## src/rtl/sram_req_arbiter_if.sv

```systemverilog
// sram_req_arbiter_if: sram-like request/response bundle shared by fetch, data and the downstream slave port.
// Signals: req/wr/size/wstrb/addr/wdata travel master->slave, addr_ok/data_ok/rdata travel slave->master.
// Modports: master (issues requests), slave (accepts requests and returns responses).
interface sram_req_arbiter_if;
    logic        req;
    logic        wr;
    logic [1:0]  size;
    logic [3:0]  wstrb;
    logic [31:0] addr;
    logic [31:0] wdata;
    logic        addr_ok;
    logic        data_ok;
    logic [31:0] rdata;

    modport master (
        output req, wr, size, wstrb, addr, wdata,
        input  addr_ok, data_ok, rdata
    );

    modport slave (
        input  req, wr, size, wstrb, addr, wdata,
        output addr_ok, data_ok, rdata
    );
endinterface

```

## src/rtl/sram_req_arbiter.sv

```systemverilog
// sram_req_arbiter: shares one sram-like slave port between fetch and data masters with data priority,
// a fetch starvation guard, a grant lock until addr_ok, and an in-order ID FIFO for response routing.
// Ports: clk, rstn (sync, active-low); inst/data (slave side of each master); m (towards bridge);
// ost_cnt (registered outstanding count); err_spurious (sticky, data_ok seen with nothing outstanding).
module sram_req_arbiter #(
    parameter int OST_DEPTH    = 4,
    parameter int STARVE_LIMIT = 3
) (
    input  logic                       clk,
    input  logic                       rstn,
    sram_req_arbiter_if.slave          inst,
    sram_req_arbiter_if.slave          data,
    sram_req_arbiter_if.master         m,
    output logic [$clog2(OST_DEPTH):0] ost_cnt,
    output logic                       err_spurious
);
    localparam int PW = $clog2(OST_DEPTH);
    localparam int CW = PW + 1;
    localparam int SW = STARVE_LIMIT < 1 ? 1 : $clog2(STARVE_LIMIT + 1);

    logic [OST_DEPTH-1:0] ids;
    logic [PW-1:0]        wr_ptr;
    logic [PW-1:0]        rd_ptr;
    logic [SW-1:0]        starve_cnt;
    logic                 lock;
    logic                 lock_sel;
    logic                 sel;
    logic                 full;
    logic                 empty;
    logic                 push;
    logic                 pop;
    logic                 head;
    logic                 locked_req;

    assign full  = ost_cnt == CW'(OST_DEPTH);
    assign empty = ost_cnt == '0;

    // sel: 1 = data, 0 = inst; fetch wins a contested cycle only once it has been starved long enough
    always_comb begin
        sel = lock ? lock_sel
            : (inst.req && data.req) ? (starve_cnt < SW'(STARVE_LIMIT))
            : data.req;
    end

    assign m.req   = rstn && !full && (sel ? data.req : inst.req);
    assign m.wr    = sel ? data.wr    : inst.wr;
    assign m.size  = sel ? data.size  : inst.size;
    assign m.wstrb = sel ? data.wstrb : inst.wstrb;
    assign m.addr  = sel ? data.addr  : inst.addr;
    assign m.wdata = sel ? data.wdata : inst.wdata;

    assign push = m.req && m.addr_ok;
    assign head = ids[rd_ptr];
    // responses are only routed while out of reset and something is outstanding
    assign pop  = rstn && m.data_ok && !empty;

    assign data.addr_ok = push && sel;
    assign inst.addr_ok = push && !sel;
    assign data.data_ok = pop && head;
    assign inst.data_ok = pop && !head;
    assign data.rdata   = m.rdata;
    assign inst.rdata   = m.rdata;

    assign locked_req = lock_sel ? data.req : inst.req;

    always_ff @(posedge clk) begin
        if (!rstn) begin
            wr_ptr       <= '0;
            rd_ptr       <= '0;
            ost_cnt      <= '0;
            starve_cnt   <= '0;
            lock         <= 1'b0;
            lock_sel     <= 1'b0;
            err_spurious <= 1'b0;
        end else begin
            if (push) begin
                ids[wr_ptr] <= sel;
                wr_ptr      <= wr_ptr + PW'(1);
            end
            if (pop)
                rd_ptr <= rd_ptr + PW'(1);
            ost_cnt      <= ost_cnt + CW'(push) - CW'(pop);
            err_spurious <= err_spurious | (m.data_ok && empty);
            // hold the grant while a presented request waits; release on acceptance or withdrawal
            if (m.req && !m.addr_ok) begin
                lock     <= 1'b1;
                lock_sel <= sel;
            end else if (push || (lock && !locked_req)) begin
                lock <= 1'b0;
            end
            if (!inst.req || (push && !sel))
                starve_cnt <= '0;
            else if (push && sel && starve_cnt < SW'(STARVE_LIMIT))
                starve_cnt <= starve_cnt + SW'(1);
        end
    end
endmodule

```

## src/flat_wrapper.sv

```systemverilog
// flat-port wrapper written by rule: the top's interface ports become plain ports
module sram_req_arbiter_flat 
#(
    parameter int OST_DEPTH    = 4,
    parameter int STARVE_LIMIT = 3
)
  (clk, rstn, ost_cnt, err_spurious, inst_req, inst_wr, inst_size, inst_wstrb, inst_addr, inst_wdata, inst_addr_ok, inst_data_ok, inst_rdata, data_req, data_wr, data_size, data_wstrb, data_addr, data_wdata, data_addr_ok, data_data_ok, data_rdata, m_req, m_wr, m_size, m_wstrb, m_addr, m_wdata, m_addr_ok, m_data_ok, m_rdata);
  sram_req_arbiter_if inst_i ();
  sram_req_arbiter_if data_i ();
  sram_req_arbiter_if m_i ();
  input  logic clk;
  input  logic rstn;
  output logic [$clog2(OST_DEPTH):0] ost_cnt;
  output logic err_spurious;
  input wire logic [$bits(inst_i.req)-1:0] inst_req;
  input wire logic [$bits(inst_i.wr)-1:0] inst_wr;
  input wire logic [$bits(inst_i.size)-1:0] inst_size;
  input wire logic [$bits(inst_i.wstrb)-1:0] inst_wstrb;
  input wire logic [$bits(inst_i.addr)-1:0] inst_addr;
  input wire logic [$bits(inst_i.wdata)-1:0] inst_wdata;
  output wire logic [$bits(inst_i.addr_ok)-1:0] inst_addr_ok;
  output wire logic [$bits(inst_i.data_ok)-1:0] inst_data_ok;
  output wire logic [$bits(inst_i.rdata)-1:0] inst_rdata;
  input wire logic [$bits(data_i.req)-1:0] data_req;
  input wire logic [$bits(data_i.wr)-1:0] data_wr;
  input wire logic [$bits(data_i.size)-1:0] data_size;
  input wire logic [$bits(data_i.wstrb)-1:0] data_wstrb;
  input wire logic [$bits(data_i.addr)-1:0] data_addr;
  input wire logic [$bits(data_i.wdata)-1:0] data_wdata;
  output wire logic [$bits(data_i.addr_ok)-1:0] data_addr_ok;
  output wire logic [$bits(data_i.data_ok)-1:0] data_data_ok;
  output wire logic [$bits(data_i.rdata)-1:0] data_rdata;
  output wire logic [$bits(m_i.req)-1:0] m_req;
  output wire logic [$bits(m_i.wr)-1:0] m_wr;
  output wire logic [$bits(m_i.size)-1:0] m_size;
  output wire logic [$bits(m_i.wstrb)-1:0] m_wstrb;
  output wire logic [$bits(m_i.addr)-1:0] m_addr;
  output wire logic [$bits(m_i.wdata)-1:0] m_wdata;
  input wire logic [$bits(m_i.addr_ok)-1:0] m_addr_ok;
  input wire logic [$bits(m_i.data_ok)-1:0] m_data_ok;
  input wire logic [$bits(m_i.rdata)-1:0] m_rdata;
  assign inst_i.req = inst_req;
  assign inst_i.wr = inst_wr;
  assign inst_i.size = inst_size;
  assign inst_i.wstrb = inst_wstrb;
  assign inst_i.addr = inst_addr;
  assign inst_i.wdata = inst_wdata;
  assign inst_addr_ok = inst_i.addr_ok;
  assign inst_data_ok = inst_i.data_ok;
  assign inst_rdata = inst_i.rdata;
  assign data_i.req = data_req;
  assign data_i.wr = data_wr;
  assign data_i.size = data_size;
  assign data_i.wstrb = data_wstrb;
  assign data_i.addr = data_addr;
  assign data_i.wdata = data_wdata;
  assign data_addr_ok = data_i.addr_ok;
  assign data_data_ok = data_i.data_ok;
  assign data_rdata = data_i.rdata;
  assign m_req = m_i.req;
  assign m_wr = m_i.wr;
  assign m_size = m_i.size;
  assign m_wstrb = m_i.wstrb;
  assign m_addr = m_i.addr;
  assign m_wdata = m_i.wdata;
  assign m_i.addr_ok = m_addr_ok;
  assign m_i.data_ok = m_data_ok;
  assign m_i.rdata = m_rdata;
  sram_req_arbiter #(.OST_DEPTH(OST_DEPTH), .STARVE_LIMIT(STARVE_LIMIT)) u_core (.clk(clk), .rstn(rstn), .inst(inst_i), .data(data_i), .m(m_i), .ost_cnt(ost_cnt), .err_spurious(err_spurious));
endmodule
```

## config.mk

```make
export PLATFORM = sky130hd
export DESIGN_NAME = sram_req_arbiter_flat
export DESIGN_NICKNAME = d
export VERILOG_FILES = /design/src/rtl/sram_req_arbiter_if.sv /design/src/rtl/sram_req_arbiter.sv /design/src/flat_wrapper.sv
export SDC_FILE = /design/constraint.sdc
export NUM_CORES = 1
export LEC_CHECK = 0
export CAP_MARGIN = 40
export CORE_AREA = 5 5 121 123
export DETAILED_ROUTE_END_ITERATION = 16
export DIE_AREA = 0 0 126 128
export SLEW_MARGIN = 25
export SYNTH_ARGS = -nofsm -noshare
export SYNTH_HDL_FRONTEND = slang
export SYNTH_SLANG_ARGS = --single-unit
```

## constraint.sdc

```tcl
create_clock -name clk -period 2.1 [get_ports clk]
set_clock_uncertainty 0.05 [all_clocks]
set_input_delay 0.315 -clock clk [delete_from_list [all_inputs] [get_ports clk]]
set_output_delay 0.315 -clock clk [all_outputs]
set_load 0.02 [all_outputs]
```

======== Word level (Yosys, flattened, before mapping) ========
Index checks and enable logic that the tools add are counted.
storage, ports and cells
  bits in registers ....................... 16
  input port bits ......................... 180
  output and inout port bits .............. 144
  word-level logic and storage cells ...... 64
cells by class
  $add $sub $neg .......................... 5
  order comparisons ....................... 4
  eq/ne operators ......................... 1
  multiplexer cells ....................... 16
  bitwise logic cells ..................... 2
  reductions and logical operators ........ 28
operators by type and width
  kind                 count
  $mux 32              2
  $logic_and 1x1->1    15
  $mux 1               9
  $logic_not 1->1      7
  $add 2x1->2 const B  3
  $lt 2x3->1 const B   2
  $bwmux 4             1
  $mux 4               1
  $add 3x1->3          1
  $eq 3x3->1 const B   1
  $logic_not 3->1      1
  $sub 3x1->3          1
  $bmux 1 s2           1
  $demux 1 s2          1
  $ge 2x1->1 const B   1
  $logic_or 1x1->1     2
  $lt 2x2->1 const B   1
  $mux 2               1
  $reduce_and 2->1     1
  $reduce_bool 2->1    1
  $reduce_or 2->1      1
  $not 1->1            1
  $or 1x1->1           1

======== Longest topological paths before layout ========
Gate-level depths: netlist of run 1.
  depth after elaboration ................. 9
  depth in mapped cells ................... 7
  depth with buffers taken out ............ 7

======== Worst setup path before layout of run 1 ========
No wires, ideal clock.
  kind .................................... flip-flop to flip-flop
  from .................................... register u_core.ost_cnt[1]
  to ...................................... register u_core.ost_cnt[2]
  library setup time ...................... 0.115 ns
  arrival ................................. 1.965 ns
  data required time ...................... 1.935 ns
  slack ................................... -0.030 ns
  cell stages (with the launch flop) ...... 8
  buffers on the path ..................... 0
  period minus slack after synthesis ...... 2.130 ns
  cell sequence ........................... dfxtp_1 -> o311a_2 -> ha_1 -> inv_1 -> ha_1 -> fa_1 -> xnor2_1 -> and2_1
between the ends
  elaborated cells on any way between the ends .. 10
  classes of those cells .................. add/sub (2); eq/ne (1); reduce/logical (7)
RTL lines
  element                   line                    text
  start: declaration        sram_req_arbiter.sv:14  output logic [$clog2(OST_DEPTH):0] ost_cnt,
  start signal: assignment  sram_req_arbiter.sv:82  ost_cnt <= ost_cnt + CW'(push) - CW'(pop);
  $logic_not 3->1           sram_req_arbiter.sv:36  assign empty = ost_cnt == '0;
  $logic_not 1->1           sram_req_arbiter.sv:55  assign pop = rstn && m.data_ok && !empty;
  $logic_and 1x1->1         sram_req_arbiter.sv:55
  named net u_core.pop      sram_req_arbiter.sv:31  logic pop;
  $sub 3x1->3               sram_req_arbiter.sv:82
The timed path passes the listed nets, and every way through them passes these cells.
A chain may end at the register's enable or synchronous reset.

======== Worst setup path in the final report of run 1 ========
  from .................................... register u_core.starve_cnt[0]
  to ...................................... output port m_wdata[22]
between the ends
  cells in the longest elaborated chain, start to end .. 4
ends and longest elaborated chain
  element                   line                    text
  start: declaration        sram_req_arbiter.sv:24  logic [SW-1:0] starve_cnt;
  start signal: assignment  sram_req_arbiter.sv:94  starve_cnt <= starve_cnt + SW'(1);
  $lt 2x2->1                sram_req_arbiter.sv:41  : (inst.req && data.req) ? (starve_cnt < SW'(STARVE_LIMIT))
  $mux 1                    sram_req_arbiter.sv:41
  $mux 1                    sram_req_arbiter.sv:40  sel = lock ? lock_sel
  $mux 32                   sram_req_arbiter.sv:50  assign m.wdata = sel ? data.wdata : inst.wdata;
  end: declaration          flat_wrapper.sv:38      output wire logic [$bits(m_i.wdata)-1:0] m_wdata;
Every way passes these cells.

==> results.ini, run 1 <==
[sta]
timing.final.crit_period_ns = 2.24
tightest_slew_ns = 0.328
setup_viol = 69
timing.final.crit_share_pct = 106
rsz0062_at_grt = true
setup_slack_ns = -0.135
hold_viol = 0
tns_ns = -6.12
clock.fmax_mhz = 447
drv_slew = 0
relSlewSlack_pct = 77.9

[cells_and_area]
nFillCells = 1336
antenna_cells = 0
nNetsFinal = 621
fin_util_pct = 37.8
area_delta_synth_final_pct = 124
drive_gt1_share_pct = 49.1

[placement]
io_buffer_count = 227
hpwl_um = 9490
gp_congestion = 0.868

[worst_setup_path]
cpMostUsedCell = buf_6
arrival_ns = 1.87
cp-end-kind = output pin
critPathMaxStageDelay_ns = 0.35
crit_path_start_kind = register
worst-setup-path-type = reg -> out
crit_fanout = 6
critPathTopFamily = buffers and inverters
critPathRequiredTime_ns = 1.74
cp_num_buf_inv = 4
slowest_stage = dfxtp_2
path_cells = ha_4 -> nand2_4 -> a21oi_4 -> buf_6 -> buf_12 -> buf_16 -> mux2_2 -> buf_6

[global_route]
track_usage_pct = 13.9
grt_max_degree = 14
grt_pass1_vias = 2595
antenna_found_initial = 0
grt-ovfl-total = 0
grt_pass1_wl_um = 16800

[logic_synthesis]
synth_compound_area_share_pct = 5.64
syn-num-nets = 421
yosys.area.top_type_share_pct = 35.0
yosysTopAreaCell = mux2_2
ys_seq_area_share_pct = 15.8
synth-edff-count = 4
yosys_warnings = 0
synthArstFlopShare_pct = 0
synth_xor_area_share_pct = 1.53
avgSynthCellArea_um2 = 9.81
synth_cells = 233
synthAdderAreaFrac_pct = 4.71
synth.most_common_cell = mux2_2
syn-cell-area_um2 = 2280
synth_ff_type = dfxtp_1
synth_top_family_by_area = multiplexers
yosys_register_bits = 16
synthTopCellsByCount = 71 x mux2_2, 64 x buf_4, 12 x dfxtp_1
synth.area.mux_share_pct = 36.9
synth-simple-area-share_pct = 8.71
yosysUniqueCellTypes = 38
synth_area_leaders = mux2_2 35%, buf_4 21%, dfxtp_1 11%

[die]
core_area_um2 = 13600
ios = 324
die_area_um2 = 16100
die_y_um = 128
rows = 43
start_util_pct = 16.9
die-width_um = 126

[clock_network]
cts_root_buffer = clkbuf_16
worstSkewPairLatency_ns = 0.25
clock_sinks = 16
path_clk_slew_ns = 0.05
cts_tree = built
cts-buffers-inserted = 3
clockBufferDepth = 2
h-tree-depth = 1
ctsHoldBuffers = 0

[status]
failed_checks = setup timing
status = finished, violations left

[job]
drv_cap = 0

[drt]
ant_nets = 0
drc_errors = 0
vias = 2428
post_drt_wl_per_cell_um = 20.4
wl_um = 12500
vias_per_cell = 3.97
dr.pass1.iters = 4
drt_iter0_markers = 46

[power_and_ir_drop]
total_power_w = 0.00265
p_leak_nw = 2.29
vdd_drop_max_v = 0.000306
cellPowerDensity_nw_per_um2 = 518

[worst_hold_path]
worstHoldPathType = reg -> reg

## layer usage
metal | global-route usage [%] | routed length, um | up-vias
met3 | 9.42 | 1860 | 22
met5 | 0 | 0 | -
li1 | - | - | 1144
met2 | 23.5 | 5900 | 169
met1 | 14.7 | 4630 | 1093
met4 | 2.08 | 125 | 0
## tightest hold or removal path, delay by kind of cell, from the launching register on
family	cells	cell delay, ns
DFF	1	0.33
muxes	1	0.05
and+or+nand+nor	1	0.06
## metrics by stage
step | instances | hold WS, ns | setup WS [ns] | cell area [um2]
2_1_floorplan | 233 | 0.378 | 0.00680 | 2300
3_3_place_gp | 586 | 0.430 | -0.622 | 4360
3_5_place_dp | 586 | 0.439 | -0.640 | 4360
4_1_cts | 606 | 0.451 | -0.143 | 4820
5_1_grt | 612 | 0.469 | -0.202 | 5120
6_report | 612 | 0.448 | -0.135 | 5120
## placed cells by master, fill, tap and decap left out, drive strengths merged
| cell | Yosys | routed |
|---|---|---|
| edfxtp | 4 | 4 |
| a31o | 1 | 1 |
| clkdlybuf4s15 | 0 | 1 |
| nand2b | 1 | 1 |
| dfxtp | 12 | 12 |
| buf | 72 | 112 |
| o21ai | 1 | 1 |
| nor2b | 3 | 3 |
| o211ai | 1 | 1 |
| or4 | 1 | 1 |
| clkinv | 0 | 1 |
| o31ai | 1 | 1 |
| mux2 | 71 | 71 |
| clkbuf | 1 | 6 |
| mux2i | 2 | 2 |
| o311a | 2 | 2 |
| and2b | 1 | 1 |
| o21a | 1 | 1 |
| nor3 | 4 | 4 |
| nor2 | 2 | 2 |
| clkdlybuf4s50 | 0 | 148 |
| fa | 1 | 1 |
| or3b | 1 | 1 |
| inv | 9 | 9 |
| xor2 | 2 | 2 |
| nand3 | 3 | 3 |
| and2 | 11 | 11 |
| nand2 | 8 | 8 |
| xnor2 | 2 | 2 |
| o22ai | 2 | 2 |
| dlygate4sd2 | 0 | 4 |
| ha | 7 | 7 |
| a21oi | 3 | 3 |
| mux4 | 1 | 1 |
| o21bai | 2 | 2 |
## where the power goes
group          leakage (nW)  switching (W)  internal (W)
Clock                0.0385       0.000118      0.000253
Sequential            0.137      0.0000477      0.000367
Combinational          2.11       0.000755       0.00111
## final cells by class
type | instances | area (um2) | share of cell area, %
clock buffers | 3 | 75.1 | 1.46
clock inverters | 1 | 3.75 | 0.0732
inverters | 9 | 33.8 | 0.659
multi-input cells | 135 | 1590 | 31.0
flip-flops and latches | 16 | 368 | 7.18
well taps | 180 | 225 | 4.39
repair buffers | 268 | 2830 | 55.3
## registers in the layout, indices dropped and copies added, names as in the netlist
register	count
u_core.lock_sel	1
u_core.lock	1
u_core.rd_ptr	2
u_core.ost_cnt	3
u_core.err_spurious	1
u_core.ids	4
u_core.starve_cnt	2
u_core.wr_ptr	2
## logic make-up after synthesis
family	Yosys count
DFF	16
xor gates and xnor gates	4
muxes	74
and+or+nand+nor	35
adders and majority gates	8
AOI/OAI and AO/OA	14
buffers and inverters	82
## timing repair
action / CTS / global route
buffers inserted: 10 / 5
gates resized for setup: 369 / 84
pin swaps: 3 / 3
gates cloned: 7 / 2
setup endpoints to repair: 76 / 76
## worst paths after layout
check,from,end,slack (ns),cells past startpoint
setup / recovery,u_core.starve_cnt[0],m_wdata[22],-0.14,8
hold reg to reg,u_core.wr_ptr[1],u_core.wr_ptr[1],0.45,2
hold / removal,u_core.wr_ptr[1],u_core.wr_ptr[1],0.45,2
setup reg to reg,u_core.ost_cnt[1],u_core.ost_cnt[2],0.07,8
Note: power is estimated with default switching activity, not from simulation.
==> inputs of run 2 (changes only) <==
--- a/config.mk
+++ b/config.mk
@@ -6,9 +6,14 @@
 export NUM_CORES = 1
 export LEC_CHECK = 0
 export CAP_MARGIN = 40
-export CORE_AREA = 5 5 121 123
+export CELL_PAD_IN_SITES_DETAIL_PLACEMENT = 1
+export CELL_PAD_IN_SITES_GLOBAL_PLACEMENT = 1
+export CORE_ASPECT_RATIO = 1.75
+export CORE_MARGIN = 5
+export CORE_UTILIZATION = 14
 export DETAILED_ROUTE_END_ITERATION = 16
-export DIE_AREA = 0 0 126 128
+export PLACE_DENSITY_LB_ADDON = 0.1
+export REMOVE_ABC_BUFFERS = 1
 export SLEW_MARGIN = 25
 export SYNTH_ARGS = -nofsm -noshare
 export SYNTH_HDL_FRONTEND = slang
==> run 2 against run 1 <==
The flow still finishes with violations (setup timing). Count of clock-buffer cells in the layout increased by 1. Largest cell class unchanged. Combinational power up 8%. Critical endpoint is now m_wdata[4]. Sequential power decreased by 1%. Highest routed layer is now met5. Hold slack lost 0.0021 ns. Clock power grew 6.2%. Sequential share of layout area is 0.50 points lower. Worst setup slack worse by 0.028 ns.
==> results.ini, run 2 (synthesis gave the netlist of run 1 again) <==
[sta]
tns_ns = -5.80  ; +0.327 ns
setup_slack_ns = -0.164  ; -0.0284 ns
setup_viol = 69  ; unchanged
tightest_slew_ns = 0.322  ; -0.00523 ns
hold_viol = 0  ; unchanged
timing.final.crit_period_ns = 2.26  ; +0.0284 ns
timing.final.crit_share_pct = 108  ; +1.4 points
clock.fmax_mhz = 442  ; -1.3%
holdWs_ns = 0.446  ; -0.00214 ns
relSlewSlack_pct = 78.5  ; +0.58 points
rsz0062_at_grt = true
drv_slew = 0  ; unchanged

[worst_setup_path]
worst-setup-path-type = reg -> out
critPathTopFamily = buffers and inverters
cp-end-kind = output pin
crit_fanout = 9  ; +3
slowest_stage = dfxtp_2
arrival_ns = 1.90  ; +0.03 ns
critPathRequiredTime_ns = 1.74  ; about the same
cp_num_buf_inv = 4  ; unchanged
path_cells = and2b_4 -> a21oi_4 -> buf_12 -> buf_12 -> buf_12 -> mux2_4 -> buf_6
reg2reg_slack_ns = 0.09  ; +0.02 ns
critPathMaxStageDelay_ns = 0.35  ; about the same
crit_path_start_kind = register
cpMostUsedCell = buf_12

[cells_and_area]
fin_cells = 646  ; +5.6%
largest_reg_flops = 4  ; unchanged
mostFrequentLayoutCells = 148 x clkdlybuf4s50_1, 89 x buf_6, 69 x mux2_4
top_register = u_core.ids
nFillCells = 1775  ; +33%
nNetsFinal = 646  ; +4.0%
final_common_cell = clkdlybuf4s50_1
drive_gt1_share_pct = 51.2  ; +2.1 points
reg_top3 = u_core.ids: 4 flops, u_core.ost_cnt: 3 flops
antenna_cells = 0  ; unchanged
area_delta_synth_final_pct = 139

[clock_network]
path_clk_slew_ns = 0.05  ; about the same
cts_tree = built
clock_sinks = 16  ; unchanged
cts_root_buffer = clkbuf_16
clockBufferDepth = 2  ; unchanged
ctsHoldBuffers = 0  ; unchanged
cts-buffers-inserted = 3  ; unchanged
worstSkewPairLatency_ns = 0.25  ; about the same
h-tree-depth = 1  ; unchanged

[global_route]
grt_max_degree = 14  ; unchanged
track_usage_pct = 15.5  ; +1.6 points
grt-ovfl-total = 0  ; unchanged
grt_pass1_vias = 3134  ; +21%
grt_pass1_wl_um = 21300  ; +27%
antenna_found_initial = 4  ; +4

[status]
failed_checks = setup timing
status = finished, violations left

[job]
drv_cap = 0  ; unchanged

[die]
core_area_um2 = 16000  ; +18%
ios = 324  ; unchanged
die-width_um = 107  ; -15%
die_y_um = 179  ; +40%
die_area_um2 = 19100  ; +18%
rows = 61  ; +42%
start_util_pct = 14.3  ; -2.5 points

[drt]
drt_iter0_markers = 42  ; -8.7%
dr.pass1.iters = 3  ; -1
drc_errors = 0  ; unchanged
ant_nets = 0  ; unchanged
post_drt_wl_per_cell_um = 23.9  ; +17%
wl_um = 15400  ; +23%
vias_per_cell = 4.16  ; +5.0%
vias = 2690  ; +11%

[power_and_ir_drop]
vdd_drop_max_v = 0.000258  ; -16%
p_leak_nw = 2.48  ; +8.4%
cellPowerDensity_nw_per_um2 = 518  ; about the same

[placement]
gp_congestion = 0.721  ; -17%
io_buffer_count = 227  ; unchanged
dpl_worst_slack_ns = -0.688  ; -0.0479 ns
hpwl_um = 13300  ; +40%
place_inst = 608  ; +3.8%

[worst_hold_path]
worstHoldPathType = reg -> reg

## run 2: changes by cell type in the layout (fill, tap and decap cells not counted), moves of 4 or more
| cell | change |
|---|---|
| buf_6 | +25 |
| buf_8 | +4 |
| mux2_4 | +11 |
| buf_4 | +6 |
| buf_2 | -8 |
| buf_16 | -5 |
| buf_12 | +4 |
| mux2_2 | -11 |
## run 2: layout make-up
type,instances,area [um2],area share (%)
repair buffers,293,3100,56.8
multi-input cells,135,1640,30.1
clock buffers,4,78.8,1.45
well taps,189,236,4.34
inverters,9,33.8,0.620
flip-flops and latches,16,364,6.68
## run 2: repair_timing
| item | 4_1_cts | 5_1_grt |
|---|---|---|
| pin swaps | 4 | 1 |
| gates cloned | 1 | 1 |
| setup endpoints to repair | 78 | 76 |
| setup buffers | 28 | 4 |
| gates resized for setup | 545 | 40 |
## run 2: path summary, 6_finish.rpt
check / start / to / cells past startpoint
setup reg to reg: u_core.lock / u_core.ost_cnt[2] / 8
setup / recovery: u_core.lock / m_wdata[4] / 7
hold / removal: u_core.err_spurious / u_core.err_spurious / 2
hold reg to reg: u_core.err_spurious / u_core.err_spurious / 2
## run 2: per-layer routing
| layer | wire length, um | track usage [%] | part of all wire [%] |
|---|---|---|---|
| met1 | 5480 | 16.1 | 36 |
| met4 | 112 | 2.56 | 0.73 |
| met2 | 6600 | 23.5 | 43 |
| met3 | 3170 | 14.4 | 21 |
| met5 | 42 | 0.824 | 0.27 |
## run 2: through the flow
step	util [%]	total power, W	cell area [um2]
after floorplan	-	0.00110	1710
after global placement	28.4	0.00203	4530
after detailed placement	28.4	0.00204	4530
after CTS	32.9	0.00277	5250
after global routing	34.2	0.00299	5450
final	34.2	0.00282	5450
## run 2: where the power goes
| group | switching [W] | internal (W) | total [W] | leakage (nW) |
|---|---|---|---|---|
| clock network | 0.000136 | 0.000258 | 0.000394 | 0.0382 |
| logic | 0.000786 | 0.00123 | 0.00202 | 2.30 |
| registers | 0.0000453 | 0.000364 | 0.000409 | 0.136 |
## run 2: worst register-to-register path, delay by kind of cell, from the launching register on
family	cells	cell delay, ns
adder cells (fa/ha/maj)	2	0.53
AND/OR/NAND/NOR	3	0.38
flip-flops	1	0.33
AO/OA/AOI/OAI	1	0.33
buffers and inverters	1	0.15
XOR/XNOR	1	0.12
==> inputs of run 3 (changes only) <==
--- a/config.mk
+++ b/config.mk
@@ -11,9 +11,11 @@
 export CORE_ASPECT_RATIO = 1.75
 export CORE_MARGIN = 5
 export CORE_UTILIZATION = 14
+export CTS_CLUSTER_SIZE = 20
 export DETAILED_ROUTE_END_ITERATION = 16
 export PLACE_DENSITY_LB_ADDON = 0.1
 export REMOVE_ABC_BUFFERS = 1
+export SETUP_SLACK_MARGIN = 0.1
 export SLEW_MARGIN = 25
 export SYNTH_ARGS = -nofsm -noshare
 export SYNTH_HDL_FRONTEND = slang
==> run 3 against run 2 <==
Sequential share of layout area increased by 1.0 points. Cell area fell by 13%. Power is 11% lower. Cell count down 4.3%. Count of clock-buffer cells in the layout unchanged. Critical endpoint unchanged. Highest routed layer unchanged. Register-to-register slack better by 0.06 ns. Sequential cell count stayed put. Hold slack got worse by 0.11 ns. Sequential power increased by 1%. Core utilization decreased by 4.3 points. Clock power about the same. The flow still finishes with violations (setup timing).
==> results.ini, run 3 (synthesis gave the netlist of run 1 again) <==
[status]
status = finished, violations left
failed_checks = setup timing

[clock_network]
clockBufferDepth = 2  ; unchanged
path_clk_slew_ns = 0.05  ; about the same
worstSkewPairLatency_ns = 0.25  ; about the same
clock_sinks = 16  ; unchanged
cts_root_buffer = clkbuf_16
cts_tree = built
ctsHoldBuffers = 0  ; unchanged
h-tree-depth = 1  ; unchanged
cts-buffers-inserted = 3  ; unchanged

[global_route]
grt_pass1_wl_um = 20700  ; -2.7%
grt_pass1_vias = 3042  ; -2.9%
grt_max_degree = 16  ; +2
track_usage_pct = 15.1  ; -0.40 points
grt-ovfl-total = 0  ; unchanged
antenna_found_initial = 4  ; unchanged

[placement]
hpwl_um = 13300  ; unchanged
detailed_place.area_um2 = 4530  ; unchanged
place_inst = 608  ; unchanged
gp_congestion = 0.721  ; unchanged
io_buffer_count = 227  ; unchanged

[cells_and_area]
nFillCells = 1830  ; +3.1%
antenna_cells = 0  ; unchanged
drive_gt1_share_pct = 49.4  ; -1.8 points
final_common_cell = clkdlybuf4s50_1
nNetsFinal = 618  ; -4.3%
fin_area_um2 = 4770  ; -13%
largest_reg_flops = 4  ; unchanged
mostFrequentLayoutCells = 147 x clkdlybuf4s50_1, 40 x mux2_2, 39 x buf_6
fin_cells = 618  ; -4.3%
area_delta_synth_final_pct = 109
reg_top3 = u_core.ids: 4 flops, u_core.ost_cnt: 3 flops
top_register = u_core.ids

[die]
die-width_um = 107  ; unchanged
ios = 324  ; unchanged
start_util_pct = 14.3  ; unchanged
die_y_um = 179  ; unchanged
rows = 61  ; unchanged
die_area_um2 = 19100  ; unchanged
core_area_um2 = 16000  ; unchanged

[worst_setup_path]
reg2reg_slack_ns = 0.15  ; +0.06 ns
arrival_ns = 1.84  ; -0.06 ns
rr_worst_depth = 7  ; -1
path_cells = and2b_4 -> a21oi_4 -> buf_12 -> buf_12 -> buf_12 -> mux2_4 -> buf_6
critPathTopFamily = buffers and inverters
worst-setup-path-type = reg -> out
critPathMaxStageDelay_ns = 0.35  ; about the same
cpMostUsedCell = buf_12
cp-end-kind = output pin
r2r_start = u_core.ost_cnt[2]
crit_fanout = 8  ; -1
cp_num_buf_inv = 4  ; unchanged
slowest_stage = dfxtp_2
r2r-end = u_core.ost_cnt[2]
critPathRequiredTime_ns = 1.74  ; about the same
crit_path_start_kind = register

[drt]
ant_nets = 0  ; unchanged
drt_iter0_markers = 23  ; -45%
dr.pass1.iters = 6  ; +3
vias_per_cell = 4.18  ; +0.49%
wl_um = 14800  ; -3.8%
vias = 2586  ; -3.9%
post_drt_wl_per_cell_um = 24.0  ; +0.60%
drc_errors = 0  ; unchanged

[worst_hold_path]
hold-path-cell-count = 3  ; +1
min_from = m_data_ok
min_to = u_core.err_spurious
worstHoldPathType = in -> reg

[sta]
hold_viol = 0  ; unchanged
tightest_slew_ns = 0.271  ; -0.0518 ns
timing.final.crit_share_pct = 105  ; -2.9 points
timing.final.crit_period_ns = 2.20  ; -0.0619 ns
relSlewSlack_pct = 81.8  ; +3.3 points
drv_slew = 0  ; unchanged
setup_slack_ns = -0.102  ; +0.0619 ns
setup_viol = 66  ; -4.3%
rsz0062_at_grt = true
clock.fmax_mhz = 454  ; +2.8%

[power_and_ir_drop]
p_leak_nw = 2.05  ; -17%
cellPowerDensity_nw_per_um2 = 524  ; +1.2%
vdd_drop_max_v = 0.000254  ; -1.4%

[job]
drv_cap = 0  ; unchanged

==> run 3: worst min-delay path, stage by stage <==
cell and delay, ns:
dlymetal6s2s_1 0.12, a21oi_1 0.08, nor2b_1 0.09
==> run 3: what timing repair did <==
item                                    4_1_cts  5_1_grt
resized for setup                           456       14
pin swaps                                     5        1
buffers inserted                              6        0
endpoints found under the setup margin       78       77
==> run 3: worst max path at each step <==
stage | start | end | slack (ns) | cells past startpoint
after floorplan | u_core.lock | inst_addr_ok | -1.68 | 4
after global placement | inst_req | m_wdata[25] | -0.69 | 7
after detailed placement | inst_req | m_wdata[25] | -0.69 | 7
after CTS | u_core.lock | m_wdata[4] | -0.14 | 7
after global routing | u_core.lock | m_wdata[4] | -0.17 | 7
final | u_core.lock | m_wdata[4] | -0.10 | 7
==> run 3: cell type report <==
type	count	area, um2	area share [%]
clock buffers	4	78.8	1.65
well taps	189	236	4.96
multi-input cells	135	1500	31.5
flip-flops and latches	16	368	7.71
repair buffers	265	2550	53.4
inverters	9	36.3	0.761
==> run 3: power by group <==
| group | internal [W] | total [W] | switching (W) |
|---|---|---|---|
| sequential | 0.000368 | 0.000413 | 0.0000455 |
| clock | 0.000258 | 0.000392 | 0.000133 |
| combinational | 0.000979 | 0.00170 | 0.000716 |
| total | 0.00160 | 0.00250 | 0.000895 |
==> run 3: per-stage QoR <==
| stage | hold slack (ns) | util, % | TNS (ns) | power (W) | setup slack, ns |
|---|---|---|---|---|---|
| after global routing | 0.408 | 29.9 | -7.38 | 0.00267 | -0.166 |
| after CTS | 0.465 | 29.6 | -4.86 | 0.00252 | -0.135 |
| after global placement | 0.433 | 28.4 | -47.13 | 0.00203 | -0.694 |
| final | 0.336 | 29.9 | -2.87 | 0.00250 | -0.102 |
| after detailed placement | 0.452 | 28.4 | -47.16 | 0.00204 | -0.688 |
| after floorplan | 0.378 | - | -116.36 | 0.00110 | -1.68 |
==> run 3: routing by layer <==
metal  track usage [%]  vias up  part of all wire, %
met5             0.824        -                 0.28
met1              15.8     1173                   36
li1                  -     1136                    -
met2              22.6      257                   42
met3              14.2       12                   21
met4              2.56        8                 0.71
